===== config.mk =====
export PLATFORM = sky130hd
export DESIGN_NAME = inv_seq_ctrl
export DESIGN_NICKNAME = d
export VERILOG_FILES = /design/src/rtl/inv_pkg.sv /design/src/rtl/inv_cmd_reg.sv /design/src/rtl/inv_seq_ctrl.sv
export SDC_FILE = /design/constraint.sdc
export NUM_CORES = 1
export LEC_CHECK = 0
export ABC_CLOCK_PERIOD_IN_PS = 2600
export CELL_PAD_IN_SITES_DETAIL_PLACEMENT = 0
export CELL_PAD_IN_SITES_GLOBAL_PLACEMENT = 1
export CORE_MARGIN = 5
export CORE_UTILIZATION = 39
export CTS_CLUSTER_SIZE = 28
export DETAILED_ROUTE_END_ITERATION = 10
export GPL_TIMING_DRIVEN = 0
export PLACE_DENSITY_LB_ADDON = 0.1
export SLEW_MARGIN = 20
export SYNTH_ARGS = -nofsm -noshare
export SYNTH_HDL_FRONTEND = slang
export SYNTH_SLANG_ARGS = --single-unit

===== constraint.sdc =====
create_clock -name clk -period 2.6 [get_ports clk]
set_input_delay 0.26 -clock clk [delete_from_list [all_inputs] [get_ports clk]]
set_output_delay 0.26 -clock clk [all_outputs]
set_load 0.1 [all_outputs]

===== src/rtl/inv_pkg.sv =====
// ---------------------------------------------------------------------------
// inv_pkg -- shared definitions for the matrix-inversion sequencer.
//
// Contents:
//   N_DEFAULT / RW_DEFAULT  default matrix order and row-index width
//   op_e                    row-operation command encodings (cmd_op)
//   state_e                 sequencer FSM states
// ---------------------------------------------------------------------------
package inv_pkg;

    localparam int N_DEFAULT  = 5;
    localparam int RW_DEFAULT = 3;

    typedef enum logic [1:0] {
        OP_NORM = 2'd0,   // row prow /= A[prow][p]
        OP_ELIM = 2'd1,   // row trow -= A[trow][p] * row prow
        OP_SWAP = 2'd2    // exchange rows prow and trow
    } op_e;

    typedef enum logic [2:0] {
        IDLE,
        PIV_RD,
        PIV_CHK,
        SWAP,
        NORM,
        ELIM,
        FIN
    } state_e;

endpackage


===== src/rtl/inv_cmd_reg.sv =====
// ---------------------------------------------------------------------------
// inv_cmd_reg -- valid/ready holding register for row-operation commands.
//
// A command written with load is presented on cmd_* and held unchanged
// until the downstream unit accepts it (cmd_valid && cmd_ready). A load in
// the same cycle as an acceptance replaces the command directly, so
// back-to-back commands issue with no idle cycle in between.
//
// Ports:
//   clk        in   clock, rising edge
//   rst        in   synchronous active-high reset
//   load       in   write ld_* into the register (only when slot is free)
//   ld_op      in   command opcode to load
//   ld_prow    in   pivot row to load
//   ld_trow    in   target row to load
//   cmd_valid  out  command valid
//   cmd_ready  in   downstream accepts the command
//   cmd_op     out  command opcode
//   cmd_prow   out  pivot row
//   cmd_trow   out  target row
//   accepted   out  command handed over this cycle
// ---------------------------------------------------------------------------
module inv_cmd_reg
    import inv_pkg::*;
#(
    parameter int RW = RW_DEFAULT
) (
    input  logic          clk,
    input  logic          rst,
    input  logic          load,
    input  logic [1:0]    ld_op,
    input  logic [RW-1:0] ld_prow,
    input  logic [RW-1:0] ld_trow,
    output logic          cmd_valid,
    input  logic          cmd_ready,
    output logic [1:0]    cmd_op,
    output logic [RW-1:0] cmd_prow,
    output logic [RW-1:0] cmd_trow,
    output logic          accepted
);

    assign accepted = cmd_valid && cmd_ready;

    // NOTE: registers use non-blocking assignments so every flop samples
    // pre-edge values regardless of statement order. The payload fields are
    // reset as well because they are visible outputs with defined reset values.
    always_ff @(posedge clk) begin
        if (rst) begin
            cmd_valid <= 1'b0;
            cmd_op    <= OP_NORM;
            cmd_prow  <= '0;
            cmd_trow  <= '0;
        end else if (load) begin
            cmd_valid <= 1'b1;
            cmd_op    <= ld_op;
            cmd_prow  <= ld_prow;
            cmd_trow  <= ld_trow;
        end else if (accepted) begin
            cmd_valid <= 1'b0;
        end
    end

endmodule


===== src/rtl/inv_seq_ctrl.sv =====
// ---------------------------------------------------------------------------
// inv_seq_ctrl -- Gauss-Jordan inversion sequencer.
//
// Walks pivot columns p = 0..N-1 of an N x 2N augmented matrix held in an
// external datapath. Per pivot: read A[p][p] (piv_rd/piv_zero), normalise
// the pivot row, then eliminate column p from every other row in ascending
// order. A zero pivot ends the run with singular=1, unless partial-pivot
// search is compiled in.
//
// Build option:
//   INV_PIVOT_SWAP_EN  when defined, a zero pivot probes rows p+1..N-1 and
//                      swaps the first nonzero one into place before NORM.
//
// Ports:
//   clk        in   clock, rising edge
//   rst        in   synchronous active-high reset
//   start      in   one-cycle run request (accepted only in IDLE)
//   busy       out  run in progress
//   done       out  one-cycle end-of-run pulse
//   singular   out  matrix found singular; valid with done, held until start
//   piv_rd     out  one-cycle pivot-read strobe
//   piv_row    out  row whose column-p element is read
//   piv_zero   in   read element below epsilon, one cycle after piv_rd
//   cmd_valid  out  row-op command valid
//   cmd_ready  in   row-op unit accepts the command
//   cmd_op     out  0 NORM, 1 ELIM, 2 SWAP
//   cmd_prow   out  pivot row
//   cmd_trow   out  target row
// ---------------------------------------------------------------------------
module inv_seq_ctrl
    import inv_pkg::*;
#(
    parameter int N  = N_DEFAULT,
    parameter int RW = RW_DEFAULT
) (
    input  logic          clk,
    input  logic          rst,
    input  logic          start,
    output logic          busy,
    output logic          done,
    output logic          singular,
    output logic          piv_rd,
    output logic [RW-1:0] piv_row,
    input  logic          piv_zero,
    output logic          cmd_valid,
    input  logic          cmd_ready,
    output logic [1:0]    cmd_op,
    output logic [RW-1:0] cmd_prow,
    output logic [RW-1:0] cmd_trow
);

    localparam logic [RW-1:0] LAST   = RW'(N - 1);
    localparam logic [RW-1:0] PENULT = RW'(N - 2);

    state_e        state;
    logic [RW-1:0] p;        // current pivot column / row
    logic [RW-1:0] r;        // current elimination target row
    logic [RW-1:0] q;        // row being probed for a usable pivot

    logic          accepted;
    logic          load;
    op_e           ld_op;
    logic [RW-1:0] ld_prow;
    logic [RW-1:0] ld_trow;

    logic          p_last;
    logic          elim_last;
    logic [RW-1:0] r_first;
    logic [RW-1:0] r_next;

    // Row stepping skips r == p. The final target row is N-1, or N-2 when
    // the pivot itself is N-1, so neither counter ever steps past N-1.
    assign p_last    = (p == LAST);
    assign elim_last = (r == LAST) || ((r == PENULT) && p_last);
    assign r_first   = (p == '0) ? RW'(1) : '0;
    assign r_next    = ((r + RW'(1)) == p) ? (r + RW'(2)) : (r + RW'(1));

    // Next command to place in the holding register. A load happens only
    // when the register is empty (PIV_CHK) or is handing over its current
    // command this cycle, which gives zero-bubble issue.
    // NOTE: every output of this block gets a default first so no path can
    // leave one unassigned and infer a latch.
    always_comb begin
        load    = 1'b0;
        ld_op   = OP_NORM;
        ld_prow = p;
        ld_trow = p;
        case (state)
            PIV_CHK: begin
                if (!piv_zero) begin
                    load = 1'b1;
`ifdef INV_PIVOT_SWAP_EN
                    if (q != p) begin
                        ld_op   = OP_SWAP;
                        ld_trow = q;
                    end
`endif
                end
            end
            SWAP: begin
                load = accepted;
            end
            NORM: begin
                load    = accepted;
                ld_op   = OP_ELIM;
                ld_trow = r_first;
            end
            ELIM: begin
                load    = accepted && !elim_last;
                ld_op   = OP_ELIM;
                ld_trow = r_next;
            end
            default: ;
        endcase
    end

    always_ff @(posedge clk) begin
        if (rst) begin
            state    <= IDLE;
            p        <= '0;
            r        <= '0;
            q        <= '0;
            busy     <= 1'b0;
            done     <= 1'b0;
            singular <= 1'b0;
            piv_rd   <= 1'b0;
            piv_row  <= '0;
        end else begin
            done   <= 1'b0;
            piv_rd <= 1'b0;
            case (state)
                IDLE: begin
                    if (start) begin
                        p        <= '0;
                        q        <= '0;
                        r        <= '0;
                        singular <= 1'b0;
                        busy     <= 1'b1;
                        piv_rd   <= 1'b1;
                        piv_row  <= '0;
                        state    <= PIV_RD;
                    end
                end
                PIV_RD: begin
                    state <= PIV_CHK;
                end
                PIV_CHK: begin
                    if (!piv_zero) begin
`ifdef INV_PIVOT_SWAP_EN
                        state <= (q != p) ? SWAP : NORM;
`else
                        state <= NORM;
`endif
                    end else begin
`ifdef INV_PIVOT_SWAP_EN
                        if (q != LAST) begin
                            q       <= q + RW'(1);
                            piv_row <= q + RW'(1);
                            piv_rd  <= 1'b1;
                            state   <= PIV_RD;
                        end else begin
                            singular <= 1'b1;
                            busy     <= 1'b0;
                            done     <= 1'b1;
                            state    <= FIN;
                        end
`else
                        singular <= 1'b1;
                        busy     <= 1'b0;
                        done     <= 1'b1;
                        state    <= FIN;
`endif
                    end
                end
                SWAP: begin
                    if (accepted) state <= NORM;
                end
                NORM: begin
                    if (accepted) begin
                        r     <= r_first;
                        state <= ELIM;
                    end
                end
                ELIM: begin
                    if (accepted) begin
                        if (!elim_last) begin
                            r <= r_next;
                        end else if (!p_last) begin
                            p       <= p + RW'(1);
                            q       <= p + RW'(1);
                            r       <= '0;
                            piv_rd  <= 1'b1;
                            piv_row <= p + RW'(1);
                            state   <= PIV_RD;
                        end else begin
                            busy  <= 1'b0;
                            done  <= 1'b1;
                            state <= FIN;
                        end
                    end
                end
                FIN: begin
                    state <= IDLE;
                end
                default: begin
                    state <= IDLE;
                end
            endcase
        end
    end

    inv_cmd_reg #(.RW(RW)) u_cmd_reg (
        .clk       (clk),
        .rst       (rst),
        .load      (load),
        .ld_op     (ld_op),
        .ld_prow   (ld_prow),
        .ld_trow   (ld_trow),
        .cmd_valid (cmd_valid),
        .cmd_ready (cmd_ready),
        .cmd_op    (cmd_op),
        .cmd_prow  (cmd_prow),
        .cmd_trow  (cmd_trow),
        .accepted  (accepted)
    );

endmodule

# ---- Word level (Yosys, flattened, before mapping)
# Cells that the tools add are included.
dict set report word_totals {
  register_bits 22
  in_bits 5
  elab_cells 96
}
dict set report classes {
  n_addsub 3
  eq_ne 18
  mux 45
  n_reduce_logical 19
}
# operator count
set ops {}
lappend ops {{two-way mux 3 bit} 15}
lappend ops {{two-way mux 1 bit} 20}
lappend ops {{one-hot mux 3 bit (6 select lines)} 1}
lappend ops {{!= test 2 bit (second input constant)} 8}
lappend ops {{AND reduction 5 bit} 3}
lappend ops {{equality test 3 bit (second input constant)} 4}
lappend ops {{one-hot mux 3 bit (2 select lines)} 2}
lappend ops {{equality test 3 x 2 -> 1 bit (second input constant)} 3}
lappend ops {{one-hot mux 3 bit (3 select lines)} 1}
lappend ops {{adder 3 x 1 -> 3 bit (second input constant)} 2}
lappend ops {{logical NOT 3 bit} 2}
lappend ops {{one-hot mux 1 bit (2 select lines)} 3}
lappend ops {{one-hot mux 1 bit (3 select lines)} 2}
lappend ops {{AND reduction 6 bit} 1}
lappend ops {{nonzero test 2 bit} 3}
lappend ops {{nonzero test 3 bit} 2}
lappend ops {{OR reduction 2 bit} 2}
lappend ops {{adder 3 x 2 -> 3 bit (second input constant)} 1}
lappend ops {{equality test 3 x 1 -> 1 bit (second input constant)} 1}
lappend ops {{equality test 3 bit} 1}
lappend ops {{logical AND 1 bit} 3}
lappend ops {{!= test 3 bit (second input constant)} 1}
lappend ops {{AND reduction 3 bit} 1}
lappend ops {{two-way mux 2 bit} 1}
lappend ops {{other kinds (2)} 2}

# ---- Depth between registers and ports, before layout
# Gate-level depths: netlist of run 1.
dict set report logic_depth {
  ltp_word 7
  mapped_depth 6
  mapped_depth_nobuf 6
}

# ---- Modules after synthesis
# A second synthesis of run 1 with hierarchy kept.
dict set report hier_totals {
  cells_unflattened 148
  area_unflattened_um2 1323.8
}
# mod instances cells_per_inst area_each_um2 seq_area_each_um2
set modules_own_cells {}
lappend modules_own_cells {inv_seq_ctrl 1 117 996.0 260.2}
lappend modules_own_cells {inv_cmd_reg 1 31 327.8 180.2}

# ---- Least setup slack after synthesis of run 1
# OpenSTA, ideal clock, no wires.
dict set report synth_path {
  path_type {register -> register}
  from {register p[0], in the netlist ld_prow[0]}
  to {register u_cmd_reg.cmd_trow[0]}
  setup_ps 91
  t_arrival_ps 2503
  path_slack_ps 6
  stages_incl_launch_ff 7
  path_buffers 0
  path_cell_list {dfxtp_1 -> inv_1 -> ha_1 -> a32o_2 -> a211oi_2 -> nor3_1 -> a311oi_1}
}
dict set report synth_via {
  elab_chain_cells 6
  elab_cells_between_ends 11
  classes_between {2 x eq/ne; 4 x mux; 5 x reduce/logical}
}
# element line_no
set synth_rtl {}
lappend synth_rtl {{start: declaration} inv_seq_ctrl.sv:56} ;# logic [RW-1:0] p;
lappend synth_rtl {{start signal: assignment} inv_seq_ctrl.sv:189} ;# p <= p + RW'(1);
lappend synth_rtl {{equality test 3 bit} inv_seq_ctrl.sv:73} ;# assign p_last = (p == LAST);
lappend synth_rtl {{logical AND 1 bit} inv_seq_ctrl.sv:74} ;# assign elim_last = (r == LAST) || ((r == PENULT) && p_last);
lappend synth_rtl {{logical OR 1 bit} inv_seq_ctrl.sv:74}
lappend synth_rtl {{logical NOT 1 bit} n/a}
lappend synth_rtl {{logical AND 1 bit} inv_seq_ctrl.sv:109} ;# load = accepted && !elim_last;
lappend synth_rtl {{one-hot mux 1 bit (3 select lines)} inv_seq_ctrl.sv:88} ;# case (state)
lappend synth_rtl {{end signal: assignment} inv_cmd_reg.sv:57} ;# cmd_trow <= ld_trow;
lappend synth_rtl {{end: declaration} inv_cmd_reg.sv:38} ;# output logic [RW-1:0] cmd_trow,
# Several ways; a longest one is shown, not always the timed one.
# A chain may end at the register's enable or synchronous reset.

==> results of run 1 <==
## area by class of cell
cell class	count	area [sq um]
flip-flops and latches	21	420.4
plain buffers	10	52.55
multi-input cells	120	808.3
inverters	8	30.03
fillers	331	1698
repair buffers	19	190.2
clock buffers	3	22.52
well taps	46	57.56
clock inverters	1	5.005
## cells by family after synthesis
kind of cell,after synthesis
other cells,1
buf+inv,18
simple gates,58
flops,21
compound gates,50
fa+ha+maj,5
mux,2
xor+xnor,4
## flip-flops by register name, indices dropped and copies added (netlist names)
register             flops
busy                     1
done                     1
piv_rd                   1
ld_prow                  3
u_cmd_reg.cmd_op         1
singular                 1
state                    3
u_cmd_reg.cmd_trow       3
u_cmd_reg.cmd_prow       3
r                        3
u_cmd_reg.cmd_valid      1
## worst paths after layout
path	end	slack, ns	startpoint
min	u_cmd_reg.cmd_prow[1]	0.47	u_cmd_reg.cmd_prow[1]
max	piv_row[0]	0.33	ld_prow[0]
max reg2reg	u_cmd_reg.cmd_trow[0]	0.42	ld_prow[0]
min reg2reg	u_cmd_reg.cmd_prow[1]	0.47	u_cmd_reg.cmd_prow[1]
## per-stage QoR
stage	total power, mW	hold WS, ns
after floorplan	0.8645	0.4211
after global placement	0.9975	0.4511
after detailed placement	1.001	0.4580
after CTS	1.174	0.4759
after global routing	1.236	0.5146
final	1.167	0.4717
## power groups by stage
stage / Combinational, mW / Clock [mW] / Sequential (mW)
after floorplan: 0.309 / 0 / 0.556
after global placement: 0.603 / 0 / 0.395
after detailed placement: 0.606 / 0 / 0.396
after CTS: 0.609 / 0.176 / 0.388
after global routing: 0.655 / 0.187 / 0.395
final: 0.610 / 0.168 / 0.389
## synthesized netlist by cell type, drive strengths merged (3+ instances only)
cell type and count:
nor2 9, o21ai 6, nor3 5, nand2b 6, nand2 10, ha 5, a31oi 4, nand3 8
nor4 3, a211o 3, o32ai 3, dfxtp 21, a21oi 12, inv 8, clkbuf 5, a311oi 3
buf 5, a32oi 4
## layer usage
| layer | wire, um | up-vias | part of all wire [%] |
|---|---|---|---|
| li1 | - | 640 | - |
| met1 | 1731 | 608 | 48 |
| met2 | 1677 | 36 | 46 |
| met3 | 164 | 7 | 4.5 |
| met4 | 53 | 0 | 1.5 |
| met5 | 0 | - | 0 |
==> impl_metrics.json, run 1 <==
{
  "row_count": 21,
  "htreeDepth": 1,
  "synth_fa_ha_area_share_pct": 4.771,
  "path_buf_inv": 1,
  "leakage_nw": 0.5605,
  "cpPeakStageDelay_ns": 1.19,
  "drt_pass1_iterations": 4,
  "synth_nets": 169,
  "die_w_um": 67.99,
  "sw_frac_of_total_pct": 47.21,
  "setup_tns_ns": 0,
  "p_seq_share_pct": 33.3,
  "fmax_ghz": 0.4412,
  "final.min_clock_period_ns": 2.267,
  "path_cells": "clkdlybuf4s50_1",
  "start_kind": "flip-flop",
  "coreArea_sq_mm": 0.003284,
  "cts-root-buf": "clkbuf_4",
  "fp.dieH_um": 67.99,
  "maxSlewViolCount": 0,
  "vias": 1291,
  "synth-simple-area-share_pct": 24.24,
  "clk_pin_slew_worst_paths_ns": 0.13,
  "fin_area_sq_mm": 0.001587,
  "synth_top_area_cell": "dfxtp_1",
  "p_int_mw": 0.6159,
  "syn-mean-instance-area_sq_um": 8.247,
  "met1_usage_pct": 24.03,
  "min_period_over_period_pct": 87.18,
  "critical-path-slowest-cell": "clkdlybuf4s50_1",
  "port_buffers": 19,
  "synth_edf_count": 0,
  "hpwlAfterDp_um": 2664,
  "stdcell_count": 228,
  "area_delta_synth_final_pct": 20.99,
  "cp.depth": 1,
  "outcome": "finished clean",
  "cp_max_fo": 7,
  "maxCapViolations": 0,
  "path_class": "flip-flop to output port",
  "viasPerCell": 5.662,
  "rsz0062_at_grt": "no",
  "diodes": 0,
  "final_cell_mix": "dfxtp_1, clkdlybuf4s50_1, a21oi_1",
  "drive_gt1_share_pct": 7.143,
  "end_kind": "output port",
  "cts_buffers": 3,
  "grt_util_met3_pct": 1.970,
  "synthTopCellsByArea": "dfxtp_1, ha_1, a21oi_1",
  "worstPathArrival_ns": 2.01,
  "cts_resized": 0,
  "grtUsageTotal_pct": 17.27,
  "netlist.area_leader.share_pct": 32.06,
  "worstRegToRegCells": 6,
  "peakVddDrop_v": 0.0003506,
  "dp_cells": 224,
  "grt_most_used_layer": "met2",
  "wl_um": 3626,
  "combPwrFrac_pct": 52.3,
  "layout_setup_ws_ns": 0.3334,
  "grtUsageMet2_pct": 28.04,
  "yosys_warnings": 0,
  "synth_mux_area_share_pct": 1.527,
  "holdPathStages": 2,
  "postRouteAntennaNets": 0,
  "nets": 193,
  "grt-ovfl-total": 0,
  "placed_cell_area_sq_mm": 0.001559,
  "ys.flop_type": "dfxtp_1",
  "ys_types": 53,
  "grt_max_degree": 13,
  "drt_iter0_drc": 70,
  "synth_area_sq_mm": 0.001311,
  "grt_pass1_wl_um": 6141,
  "syn-instance-count": 159,
  "final_common_cell": "dfxtp_1",
  "skew_ns": 0.005742,
  "min-delay-path-class": "flip-flop to flip-flop",
  "dieArea_sq_mm": 0.004622,
  "drc_errors": 0,
  "hold_buffers": 0,
  "antenna_found_initial": 0,
  "synth_compound_area_share_pct": 28.15,
  "hold_viol": 0,
  "clock_latency_ns": 0.31,
  "power.share.clock_pct": 14.4,
  "cts_tree": "done",
  "worstMarginPinSlew_ns": 0.9753,
  "synth-seq-area-share_pct": 32.06,
  "synth-xor-area-share_pct": 2.672,
  "ys_async_sr_fraction_pct": 0,
  "synth_top_family_by_area": "compound AO/OA/AOI/OAI gates",
  "utilization_pct": 48.30,
  "post_cts_buffers": 0,
  "dp_slack_ns": 0.4373,
  "cts_sinks": 21,
  "slew_headroom_pct": 34.78,
  "ios": 21,
  "start_util_pct": 39.92,
  "power_per_cell_area_mw_per_mm2": 735.3,
  "crit_family": "buffers and inverters",
  "avgRoutedWirePerCell_um": 15.90,
  "first_global_vias": 1296,
  "setup-violations-final": 0,
  "ys_ff_latch": 21,
  "cp.required_ns": 2.34,
  "power_switching_mw": 0.5507,
  "cts_buffer_depth": 2,
  "gp_congestion": 0.8523
}
Note: power is estimated with default switching activity, not from simulation.
==> run 2: changes to the inputs <==
--- a/config.mk
+++ b/config.mk
@@ -15,4 +15,5 @@
 export GPL_TIMING_DRIVEN = 0
 export PLACE_DENSITY_LB_ADDON = 0.1
+export SKIP_LAST_GASP = 1
 export SLEW_MARGIN = 20
 export SYNTH_ARGS = -nofsm -noshare
==> constraint.sdc (replaced) <==
create_clock -name clk -period 2.6 [get_ports clk]
set_input_delay 0.26 -clock clk [delete_from_list [all_inputs] [get_ports clk]]
set_output_delay 0.26 -clock clk [all_outputs]
set_load 0.005 [all_outputs]
==> results of run 2 <==
The final DEF is identical to that of run 1. Status: finished clean.
Main changes from that run: setup slack after layout 0.3334 ns -> 0.4201 ns; end point of the critical path piv_row[0] -> u_cmd_reg.cmd_trow[0]; total power 1.167 mW -> 0.9976 mW; worst IR drop on VDD 0.0003506 V -> 0.0003505 V
==> variant, RTL diff (flow settings as in run 1) <==
Reset style: asynchronous (`rst`), changed in 2 clocked blocks. Comments in the files are not updated.
--- a/src/rtl/inv_cmd_reg.sv
+++ b/src/rtl/inv_cmd_reg.sv
@@ -46,3 +46,3 @@
     // reset as well because they are visible outputs with defined reset values.
-    always_ff @(posedge clk) begin
+    always_ff @(posedge clk or posedge rst) begin
         if (rst) begin
--- a/src/rtl/inv_seq_ctrl.sv
+++ b/src/rtl/inv_seq_ctrl.sv
@@ -116,3 +116,3 @@
 
-    always_ff @(posedge clk) begin
+    always_ff @(posedge clk or posedge rst) begin
         if (rst) begin
Function: differs if rst is asserted again (counterexample within 4 cycles, from zero or initial values and one cycle with rst high); with rst held inactive, the same outputs for 10 cycles.
==> variant against run 1 <==
Final cell count down 12%; sequential cell count unchanged; wire length down 24%; highest routed layer unchanged; worst setup slack worse by 0.042 ns; synthesized area down 3.1%; core utilization up 1.8 points; cell area down 2.8%.
Power is left out: the tool's default activity adds up to more than one toggle a clock period on the data nets, which glitch-free logic cannot reach.
==> variant: results (changes against run 1) <==
synthesis:
  async_flop_share_pct: 100  # +100 points
  synth_cell_types: 42  # -21%
  synth_commonest_cells: "dfrtp_1, nand2_1, inv_1, nor2_1"
  muxShareOfSynthArea_pct: 4.83  # +3.3 points
  synth_compound_area_share_pct: 21.4  # -6.8 points
  seq_area_frac_synth_pct: 41.4  # +9.3 points
  netlist_top_cells_area: "dfrtp_1, nand2_1, ha_1"
  synth_xor_area_share_pct: 2.76  # +0.087 points
  synth_nets: 144  # -15%
  yosys.area_share.adder_pct: 4.93  # +0.16 points
place:
  hpwl_mm: 2.13  # -20%
  dp_cells: 197  # -12%
  place_area_um2: 1520  # -2.7%
  gp_congestion: 0.767  # -10%
final_layout:
  drive_gt1_share_pct: 14.0  # +6.9 points
  sh_seq_area_pct: 34.1  # +7.6 points
  clkCellAreaFrac_pct: 1.70  # -0.032 points
  fin_nets: 168  # -13%
  seq_cell_count: 21  # unchanged
  buf_share_pct: 15.6  # +0.27 points
  fin_area_um2: 1540  # -2.8%
  nClkBuffers: 4  # +1
  insertedDiodeCount: 0  # unchanged
  multi_input_area_share_pct: 42.8  # -8.1 points
  fillers: 337  # +1.8%
  areaGrowthSynthToFinish_pct: 21.5
  inv_count: 9  # +1
  signal_buffers: 26  # -10%
critical_path:
  crit_fanout: 5  # -2
  critPathArrivalTime_ns: 2.51  # +0.50 ns
  cp_slowest_cell: "dfrtp_1"
  rr_worst_depth: 7  # +1
  max_stage_delay_ns: 0.46  # -0.73 ns
  crit_family: "multiplexers"
route:
  vias: 1044  # -19%
  wl_mm: 2.74  # -24%
  drt_iter0_drc: 31  # -56%
  wl_per_cell_um: 13.6  # -14%
timing:
  clock_skew_ns: 0.0103  # +0.00454 ns
  tightest_slew_ns: 0.979  # +0.00354 ns
grt:
  grt_pass1_vias: 980  # -24%
  grt_pass1_wl_mm: 4.77  # -22%
  grtUsageTotal_pct: 14.0  # -3.3 points
  antenna_found_initial: 0  # unchanged
  grt_max_degree: 22  # +9
status:
  status: "completed"
cts:
  clock_latency_ns: 0.32
min_path:
  hp-class: "input port to asynchronous set/reset pin"
variant: final timing paths:
path / start / to / slack [ns]
max in group asynchronous: rst / ld_prow[0]$_DFFE_PP0P_ / 1.67
min: rst / u_cmd_reg.cmd_valid$_DFFE_PP0P_ / 0.37
min in group clk: u_cmd_reg.cmd_op[0]$_DFFE_PP0P_ / u_cmd_reg.cmd_op[0]$_DFFE_PP0P_ / 0.49
min reg2reg: u_cmd_reg.cmd_op[0]$_DFFE_PP0P_ / u_cmd_reg.cmd_op[0]$_DFFE_PP0P_ / 0.49
max: r[0]$_DFFE_PP0P_ / u_cmd_reg.cmd_trow[1]$_DFFE_PP0P_ / 0.29
max reg2reg: r[0]$_DFFE_PP0P_ / u_cmd_reg.cmd_trow[1]$_DFFE_PP0P_ / 0.29
variant: per-layer routing:
metal  wire length, um  global-route usage, %
met1              1400                   19.5
met2              1160                   21.6
met3               142                   2.87
met4                35                   3.80
met5                 0                      0
